--- config.mk ---
export PLATFORM = sky130hd
export DESIGN_NAME = line_engine
export DESIGN_NICKNAME = d
export VERILOG_FILES = /design/src/rtl/line_engine_pkg.sv /design/src/rtl/line_engine.sv
export SDC_FILE = /design/constraint.sdc
export NUM_CORES = 1
export LEC_CHECK = 0
export ABC_AREA = 1
export CAP_MARGIN = 15
export CELL_PAD_IN_SITES_DETAIL_PLACEMENT = 0
export CELL_PAD_IN_SITES_GLOBAL_PLACEMENT = 2
export CORE_MARGIN = 4
export CORE_UTILIZATION = 37
export CTS_CLUSTER_DIAMETER = 80
export DETAILED_ROUTE_END_ITERATION = 10
export PLACE_DENSITY = 0.88
export RECOVER_POWER = 100
export SYNTH_ARGS = -nofsm -noshare
export SYNTH_HDL_FRONTEND = slang
export SYNTH_SLANG_ARGS = --single-unit
--- constraint.sdc ---
create_clock -name Clock -period 22.9 [get_ports Clock]
set_input_delay 4.58 -clock Clock [delete_from_list [all_inputs] [get_ports Clock]]
set_output_delay 4.58 -clock Clock [all_outputs]
set_load 0.005 [all_outputs]
--- src/rtl/line_engine_pkg.sv ---
// Shared widths, FSM encoding and helpers for the line-drawing engine.
package line_engine_pkg;

  localparam int unsigned CoordW = 10;
  localparam int unsigned ColorW = 24;
  localparam int unsigned DeltaW = 11;
  localparam int unsigned ErrW   = 12;

  typedef enum logic [1:0] {
    StIdle = 2'd0,
    StInit = 2'd1,
    StRun  = 2'd2
  } state_e;

  // Magnitude of the difference between two coordinates, zero-extended.
  function automatic logic [DeltaW-1:0] abs_diff(input logic [CoordW-1:0] a,
                                                 input logic [CoordW-1:0] b);
    return (a >= b) ? {1'b0, a - b} : {1'b0, b - a};
  endfunction

endpackage

--- src/rtl/line_engine.sv ---
// Bresenham line rasteriser: shadow endpoint/colour registers, a one-cycle
// setup stage, then one pixel per accepted px_valid/px_ready beat.
module line_engine
  import line_engine_pkg::*;
(
  input  logic              Clock,
  input  logic              Reset,
  input  logic [31:0]       LE_color,
  input  logic [CoordW-1:0] LE_point,
  input  logic              LE_color_valid,
  input  logic              LE_x0_valid,
  input  logic              LE_y0_valid,
  input  logic              LE_x1_valid,
  input  logic              LE_y1_valid,
  input  logic              LE_trigger,
  output logic              line_ready,
  output logic [CoordW-1:0] px_x,
  output logic [CoordW-1:0] px_y,
  output logic [ColorW-1:0] px_color,
  output logic              px_valid,
  input  logic              px_ready
);

  state_e r_state, w_state_nxt;

  logic [CoordW-1:0] r_sx0, r_sy0, r_sx1, r_sy1;
  logic [ColorW-1:0] r_scol;

  logic [CoordW-1:0]     r_x, r_y, r_xend;
  logic [DeltaW-1:0]     r_dx, r_dy;
  logic signed [ErrW-1:0] r_err;
  logic                  r_steep, r_yneg, r_primed;
  logic [ColorW-1:0]     r_col;

  logic [DeltaW-1:0]      w_adx, w_ady, w_dx, w_dy;
  logic                   w_steep, w_swap;
  logic [CoordW-1:0]      w_ax0, w_ay0, w_ax1, w_ay1, w_bx0, w_by0, w_bx1, w_by1;
  logic signed [ErrW-1:0] w_err_sub, w_err_step;
  logic [CoordW-1:0]      w_y_step;
  logic                   w_accept, w_last;
  logic                   w_unused_color;

  assign w_unused_color = ^LE_color[31:24];

  assign line_ready = (r_state == StIdle);
  // First RUN cycle only primes the output so the first beat follows setup by two edges.
  assign px_valid   = (r_state == StRun) && r_primed;
  assign px_x       = r_steep ? r_y : r_x;
  assign px_y       = r_steep ? r_x : r_y;
  assign px_color   = r_col;
  assign w_accept   = px_valid && px_ready;
  assign w_last     = (r_x == r_xend);

  // Setup: octant normalisation of the shadow endpoints.
  always_comb begin
    w_adx   = abs_diff(r_sx0, r_sx1);
    w_ady   = abs_diff(r_sy0, r_sy1);
    w_steep = w_ady > w_adx;
    w_ax0   = w_steep ? r_sy0 : r_sx0;
    w_ay0   = w_steep ? r_sx0 : r_sy0;
    w_ax1   = w_steep ? r_sy1 : r_sx1;
    w_ay1   = w_steep ? r_sx1 : r_sy1;
    w_swap  = w_ax0 > w_ax1;
    w_bx0   = w_swap ? w_ax1 : w_ax0;
    w_by0   = w_swap ? w_ay1 : w_ay0;
    w_bx1   = w_swap ? w_ax0 : w_ax1;
    w_by1   = w_swap ? w_ay0 : w_ay1;
    w_dx    = DeltaW'(w_bx1) - DeltaW'(w_bx0);
    w_dy    = abs_diff(w_by0, w_by1);
  end

  // Per-pixel error update and minor-axis step.
  always_comb begin
    w_err_sub  = r_err - $signed({1'b0, r_dy});
    w_err_step = w_err_sub[ErrW-1] ? (w_err_sub + $signed({1'b0, r_dx})) : w_err_sub;
    w_y_step   = r_yneg ? (r_y - 1'b1) : (r_y + 1'b1);
  end

  // Next-state decode; triggers outside IDLE are dropped.
  always_comb begin
    w_state_nxt = r_state;
    unique case (r_state)
      StIdle:  if (LE_trigger) w_state_nxt = StInit;
      StInit:  w_state_nxt = StRun;
      StRun:   if (w_accept && w_last) w_state_nxt = StIdle;
      default: w_state_nxt = StIdle;
    endcase
  end

  // State register.
  always_ff @(posedge Clock or posedge Reset) begin
    if (Reset) r_state <= StIdle;
    else       r_state <= w_state_nxt;
  end

  // Shadow registers load on their strobes regardless of state.
  always_ff @(posedge Clock or posedge Reset) begin
    if (Reset) begin
      r_sx0  <= '0;
      r_sy0  <= '0;
      r_sx1  <= '0;
      r_sy1  <= '0;
      r_scol <= '0;
    end else begin
      if (LE_x0_valid)    r_sx0  <= LE_point;
      if (LE_y0_valid)    r_sy0  <= LE_point;
      if (LE_x1_valid)    r_sx1  <= LE_point;
      if (LE_y1_valid)    r_sy1  <= LE_point;
      if (LE_color_valid) r_scol <= LE_color[ColorW-1:0];
    end
  end

  // Working registers: captured in INIT, stepped on each accepted beat.
  always_ff @(posedge Clock or posedge Reset) begin
    if (Reset) begin
      r_x      <= '0;
      r_y      <= '0;
      r_xend   <= '0;
      r_dx     <= '0;
      r_dy     <= '0;
      r_err    <= '0;
      r_steep  <= 1'b0;
      r_yneg   <= 1'b0;
      r_primed <= 1'b0;
      r_col    <= '0;
    end else if (r_state == StInit) begin
      r_x      <= w_bx0;
      r_y      <= w_by0;
      r_xend   <= w_bx1;
      r_dx     <= w_dx;
      r_dy     <= w_dy;
      r_err    <= $signed(ErrW'(w_dx >> 1));
      r_steep  <= w_steep;
      r_yneg   <= !(w_by0 < w_by1);
      r_primed <= 1'b0;
      r_col    <= r_scol;
    end else if (r_state == StRun) begin
      if (!r_primed) begin
        r_primed <= 1'b1;
      end else if (w_accept) begin
        if (w_last) begin
          r_primed <= 1'b0;
        end else begin
          r_x   <= r_x + 1'b1;
          r_err <= w_err_step;
          if (w_err_sub[ErrW-1]) r_y <= w_y_step;
        end
      end
    end
  end

endmodule

==> impl_metrics.tcl, run 1 <==
set metrics [dict create \
    antenna_cells 0 \
    ys_seq_elements 156 \
    syn_nets 1840 \
    skew_ps 8.66 \
    fin_util_pct 43.1 \
    crit_slowest_cell "nand2_1" \
    violations "capacitance limit, slew limit" \
    cp_common_cell "nand2_1" \
    clock_path_buffers 2 \
    grt.overflow.total 0 \
    final_common_cell "nand2_1" \
    ys_seq_area_share_pct 32.5 \
    vias_per_cell 4.89 \
    cts.clk_slew.worst_paths_ps 70 \
    antenna_found_initial 0 \
    crit_family "compound AO/OA/AOI/OAI gates" \
    grt_max_degree 92 \
    design_area_um2 13700 \
    cp.arrival_ps 13350 \
    status "finished with violations" \
    cpPeakStageDelay_ps 1250 \
    wire_per_inst_um 15.6 \
    post_cts_buffers 0 \
    die_x_um 188 \
    yosysTopAreaCellShare_pct 32.5 \
    initial_core_util_pct 37.7 \
    layout-drive-gt1-share_pct 3.80 \
    io_buffer_count 88 \
    yosysTopAreaCell "dfrtp_1" \
    final-hold-violation-count 0 \
    gp_congestion 0.802 \
    num_vias 10600 \
    placed_area_um2 13200 \
    ys_types 50 \
    syn-instance-count 1671 \
    slew_headroom_pct -195 \
    dp_hpwl_mm 26.0 \
    layout.nets 1894 \
    synthToLayoutAreaGrowth_pct 14.3 \
    reg2reg_depth 45 \
    numCtsBuffers 17 \
    cp_num_buf_inv 6 \
    ctsResizeCount 0 \
    fin_crit_sh_pct 57.4 \
    setup_viol_count_final 0 \
    netlist_top_cells_area "dfrtp_1 33%, nand2_1 13%, ha_1 11%" \
    clock.fmax_mhz 76.1 \
    crit_cells 45 \
    drv_cap 8 \
    cts_tree "built" \
    worst_ep_required_time_ps 23110 \
    critPathLaunchType "flop" \
    antenna_left 0 \
    holdPathStages 2 \
    tns_ps 0 \
    coreArea_um2 31800 \
    synth_area_um2 12000 \
    hold-worst-slack_ps 477 \
    path_class "reg -> reg" \
    mostFrequentLayoutCells "414 x nand2_1, 271 x o21ai_0, 250 x inv_1, 156 x dfrtp_1, 109 x ha_1" \
    fp-row-count 65 \
    cp-end-kind "flop" \
    wl_mm 33.9 \
    post-route-drc-count 0 \
    cp_max_fo 79 \
    clk_latency_ps 450 \
    syn_avg_cell_area_um2 7.18 \
    io_pins 97 \
    fp.dieH_um 188 \
    hold_class "reg -> reg" \
    grt_pass1_wl_mm 54.7 \
    min_period_ps 13140 \
    grt_usage_pct 19.2 \
    dieArea_um2 35400 \
    grt_pass1_vias 10200 \
    rsz0062_at_grt "false" \
    yosys_warnings 0 \
    cts_root_buf "clkbuf_16" \
    drt_iter0_drc 692 \
    firstDrtPassIters 5 \
    cts_hold_buf 0 \
    h-tree-depth 4 \
    fillers 3337 \
    slew_violations 519 \
    numClockSinks 156 \
    tightest_slew_ps 4400 \
]
## layer usage
| metal | vias up | track usage [%] | routed length, µm |
|---|---|---|---|
| li1 | 5531 | - | - |
| met1 | 4897 | 27.4 | 16700 |
| met3 | 21 | 2.94 | 1320 |
| met2 | 174 | 31.1 | 15500 |
| met5 | - | 0 | 0 |
| met4 | 0 | 4.04 | 360 |
## flip-flops by register name, indices dropped and copies added, names as in the netlist
register and flops:
r_state 2, r_primed 1, r_sx1 10, r_dy 10, r_yneg 1, r_sy0 10, r_steep 1, r_scol 24
r_dx 11, r_xend 10, r_x 10, r_sy1 10, r_sx0 10, r_y 10, r_err 12, px_color 24
## path summary, 6_finish.rpt
path | from | endpoint | slack [ps]
min in group asynchronous | Reset | r_y[2] | 5900
max in group asynchronous | Reset | r_err[4] | 12320
worst max register to register | r_sx0[2] | r_dy[7] | 9760
worst min register to register | px_color[15] | px_color[15] | 480
worst max-delay path | r_sx0[2] | r_dy[7] | 9760
worst min-delay path | px_color[15] | px_color[15] | 480
## worst reg2reg max path: cells and delay by family (launching register included)
kind            cells  cell delay [ps]
compound gates     16             4780
xor+xnor            1              140
fa+ha+maj           4             1570
buf+inv             6             1360
flops               1              370
simple gates       18             4680
## final cells by class
| type | count | area (µm²) | area share, % |
|---|---|---|---|
| Multi-Input combinational cell | 1199 | 6820 | 49.7 |
| Sequential cell | 156 | 3900 | 28.5 |
| Inverter | 254 | 955 | 6.96 |
| Timing Repair Buffer | 97 | 926 | 6.75 |
| Tap cell | 435 | 544 | 3.97 |
| Clock buffer | 19 | 443 | 3.23 |
| Clock inverter | 13 | 123 | 0.894 |
## synthesized netlist by cell type, drive strengths merged
library cell / number
nand2: 422
o21ai: 273
inv: 254
dfrtp: 156
ha: 109
a21oi: 90
nor2: 77
nand3: 65
clkbuf: 49
xor2: 26
xnor2: 24
buf: 13
nor3: 10
fa: 9
o22ai: 9
or2: 9
a31oi: 8
o211ai: 8
o21bai: 8
nand4: 7
o31ai: 6
a211oi: 5
mux2i: 5
a21boi: 4
a21o: 4
a221oi: 4
o221ai: 4
o21a: 3
o311ai: 3
and2: 2
mux2: 2
a22oi: 1
a32o: 1
o41ai: 1
## cell families after synthesis
group / after synthesis / share of synthesized area, %
compound gates: 432 / 19.5
xor+xnor: 50 / 3.65
fa+ha+maj: 118 / 12.9
buf+inv: 316 / 10.1
flops: 156 / 32.5
mux: 7 / 0.605
simple gates: 592 / 20.7
## through the flow
step | worst slack, ps | instances
after global routing | 8010 | 2173
after detailed placement | 13210 | 2141
after floorplan | 14110 | 1671
final | 9760 | 2173
after global placement | 13190 | 2141
after CTS | 13160 | 2173
Power of run 1 is left out: the tool's default activity adds up to more than one toggle a clock period on the data nets, which glitch-free logic cannot reach.
==> inputs of run 2 (changes only) <==
--- a/config.mk
+++ b/config.mk
@@ -10,10 +10,10 @@
 export CELL_PAD_IN_SITES_DETAIL_PLACEMENT = 0
 export CELL_PAD_IN_SITES_GLOBAL_PLACEMENT = 2
 export CORE_MARGIN = 4
-export CORE_UTILIZATION = 37
+export CORE_UTILIZATION = 34
 export CTS_CLUSTER_DIAMETER = 80
 export DETAILED_ROUTE_END_ITERATION = 10
-export PLACE_DENSITY = 0.88
+export PLACE_DENSITY = 0.82
 export RECOVER_POWER = 100
 export SYNTH_ARGS = -nofsm -noshare
 export SYNTH_HDL_FRONTEND = slang
==> constraint.sdc (replaced) <==
create_clock -name Clock -period 12.3 [get_ports Clock]
set_input_delay 2.46 -clock Clock [delete_from_list [all_inputs] [get_ports Clock]]
set_output_delay 2.46 -clock Clock [all_outputs]
set_load 0.005 [all_outputs]
==> impl_metrics.tcl, run 2 (synthesis gave the netlist of run 1 again) <==
set metrics [dict create \
    cp.arrival_ps 10850 \
    antenna_cells 0 \
    drv_cap 7 \
    wire_per_inst_um 16.0 \
    tightest_slew_ps 3310 \
    worst_ep_required_time_ps 12520 \
    clock.fmax_mhz 94.0 \
    initial_core_util_pct 34.6 \
    clock_path_buffers 2 \
    h-tree-depth 4 \
    dieArea_um2 38400 \
    cts_tree "built" \
    synthToLayoutAreaGrowth_pct 14.8 \
    cts_hold_buf 0 \
    clk_latency_ps 450 \
    mostFrequentLayoutCells "413 x nand2_1, 271 x o21ai_0, 249 x inv_1, 156 x dfrtp_1, 109 x ha_1" \
    fp.dieH_um 196 \
    num_vias 10700 \
    numClockSinks 156 \
    cp-end-kind "flop" \
    regArea_um2 3900 \
    min_period_ps 10640 \
    numCtsBuffers 17 \
    post-route-drc-count 0 \
    io_pins 97 \
    rsz0062_at_grt "false" \
    antenna_found_initial 0 \
    fp-row-count 68 \
    final-hold-violation-count 0 \
    skew_ps 10.7 \
    coreArea_um2 34700 \
    grt_pass1_wl_mm 56.3 \
    drt_iter0_drc 521 \
    status "finished with violations" \
    cpPeakStageDelay_ps 760 \
    ctsResizeCount 0 \
    cts_root_buf "clkbuf_16" \
    dp_hpwl_mm 27.1 \
    hold_class "reg -> reg" \
    multi_input_area_um2 6850 \
    fillers 3800 \
    io_buffer_count 88 \
    fin_crit_sh_pct 86.5 \
    layout.nets 1895 \
    crit_slowest_cell "o21ai_0" \
    setup_viol_count_final 0 \
    grt_max_degree 80 \
    slew_violations 361 \
    die_x_um 196 \
    firstDrtPassIters 5 \
    tns_ps 0 \
    vias_per_cell 4.89 \
    slew_headroom_pct -120 \
    post_cts_buffers 0 \
    wl_mm 35.1 \
    gp_congestion 0.811 \
    antenna_left 0 \
    grt.overflow.total 0 \
    grt_usage_pct 18.4 \
    cp_max_fo 79 \
    grt_pass1_vias 10200 \
    path_class "reg -> reg" \
    critPathLaunchType "flop" \
    layout-drive-gt1-share_pct 4.03 \
    final_common_cell "nand2_1" \
    violations "capacitance limit, slew limit" \
    cts.clk_slew.worst_paths_ps 70 \
]
==> run 2: cell count changes in the layout (fill, tap and decap cells not counted), sizes merged <==
| cell | change |
|---|---|
| clkdlybuf4s50 | +1 |
| clkinv | +1 |
| dlygate4sd3 | -1 |
==> run 2: per-stage QoR <==
| step | instance area [µm²] | cells | setup WS [ps] | hold WS, ps | utilization, % |
|---|---|---|---|---|---|
| floorplan | 12000 | 1671 | 4580 | 453 | - |
| global placement | 13300 | 2160 | 1840 | 467 | 38.2 |
| detailed placement | 13300 | 2160 | 1720 | 473 | 38.2 |
| CTS | 13800 | 2192 | 1670 | 490 | 39.9 |
| global route | 13800 | 2194 | 752 | 506 | 39.7 |
| finish | 13800 | 2194 | 1660 | 481 | 39.7 |
==> run 2: critical path: cells and delay by family (launching register included) <==
kind	cells	cell delay [ps]
flip-flops	1	410
AO/OA/AOI/OAI	17	4210
buffers and inverters	6	740
adder cells (fa/ha/maj)	5	1680
XOR/XNOR	1	110
AND/OR/NAND/NOR	17	3190
==> run 2: layout make-up <==
| cell class | instances | share of cell area [%] |
|---|---|---|
| Tap cell | 455 | 4.13 |
| Sequential cell | 156 | 28.3 |
| Timing Repair Buffer | 98 | 6.75 |
| Multi-Input combinational cell | 1199 | 49.7 |
| Inverter | 254 | 6.93 |
| Clock buffer | 18 | 3.11 |
| Clock inverter | 14 | 1.07 |
==> run 2: per-layer routing <==
layer  vias to the layer above  wire length (µm)  global-route usage (%)
met2                       160             15900                    29.5
li1                       5549                 -                       -
met3                        24              1100                    2.51
met1                      5000             17700                    26.6
met4                         0               353                    3.78
met5                         -                 0                       0
==> run 2: worst paths after layout <==
| kind | endpoint | depth (start not counted) | from | slack (ps) |
|---|---|---|---|---|
| min in group asynchronous | r_y[2] | 2 | Reset | 3130 |
| hold reg to reg | px_color[6] | 2 | px_color[6] | 480 |
| setup / recovery | r_dy[7] | 46 | r_sx0[0] | 1660 |
| max in group asynchronous | r_sx1[5] | 3 | Reset | 5270 |
| hold / removal | px_color[6] | 2 | px_color[6] | 480 |
| setup reg to reg | r_dy[7] | 46 | r_sx0[0] | 1660 |
Power of run 2 is left out for the same reason.
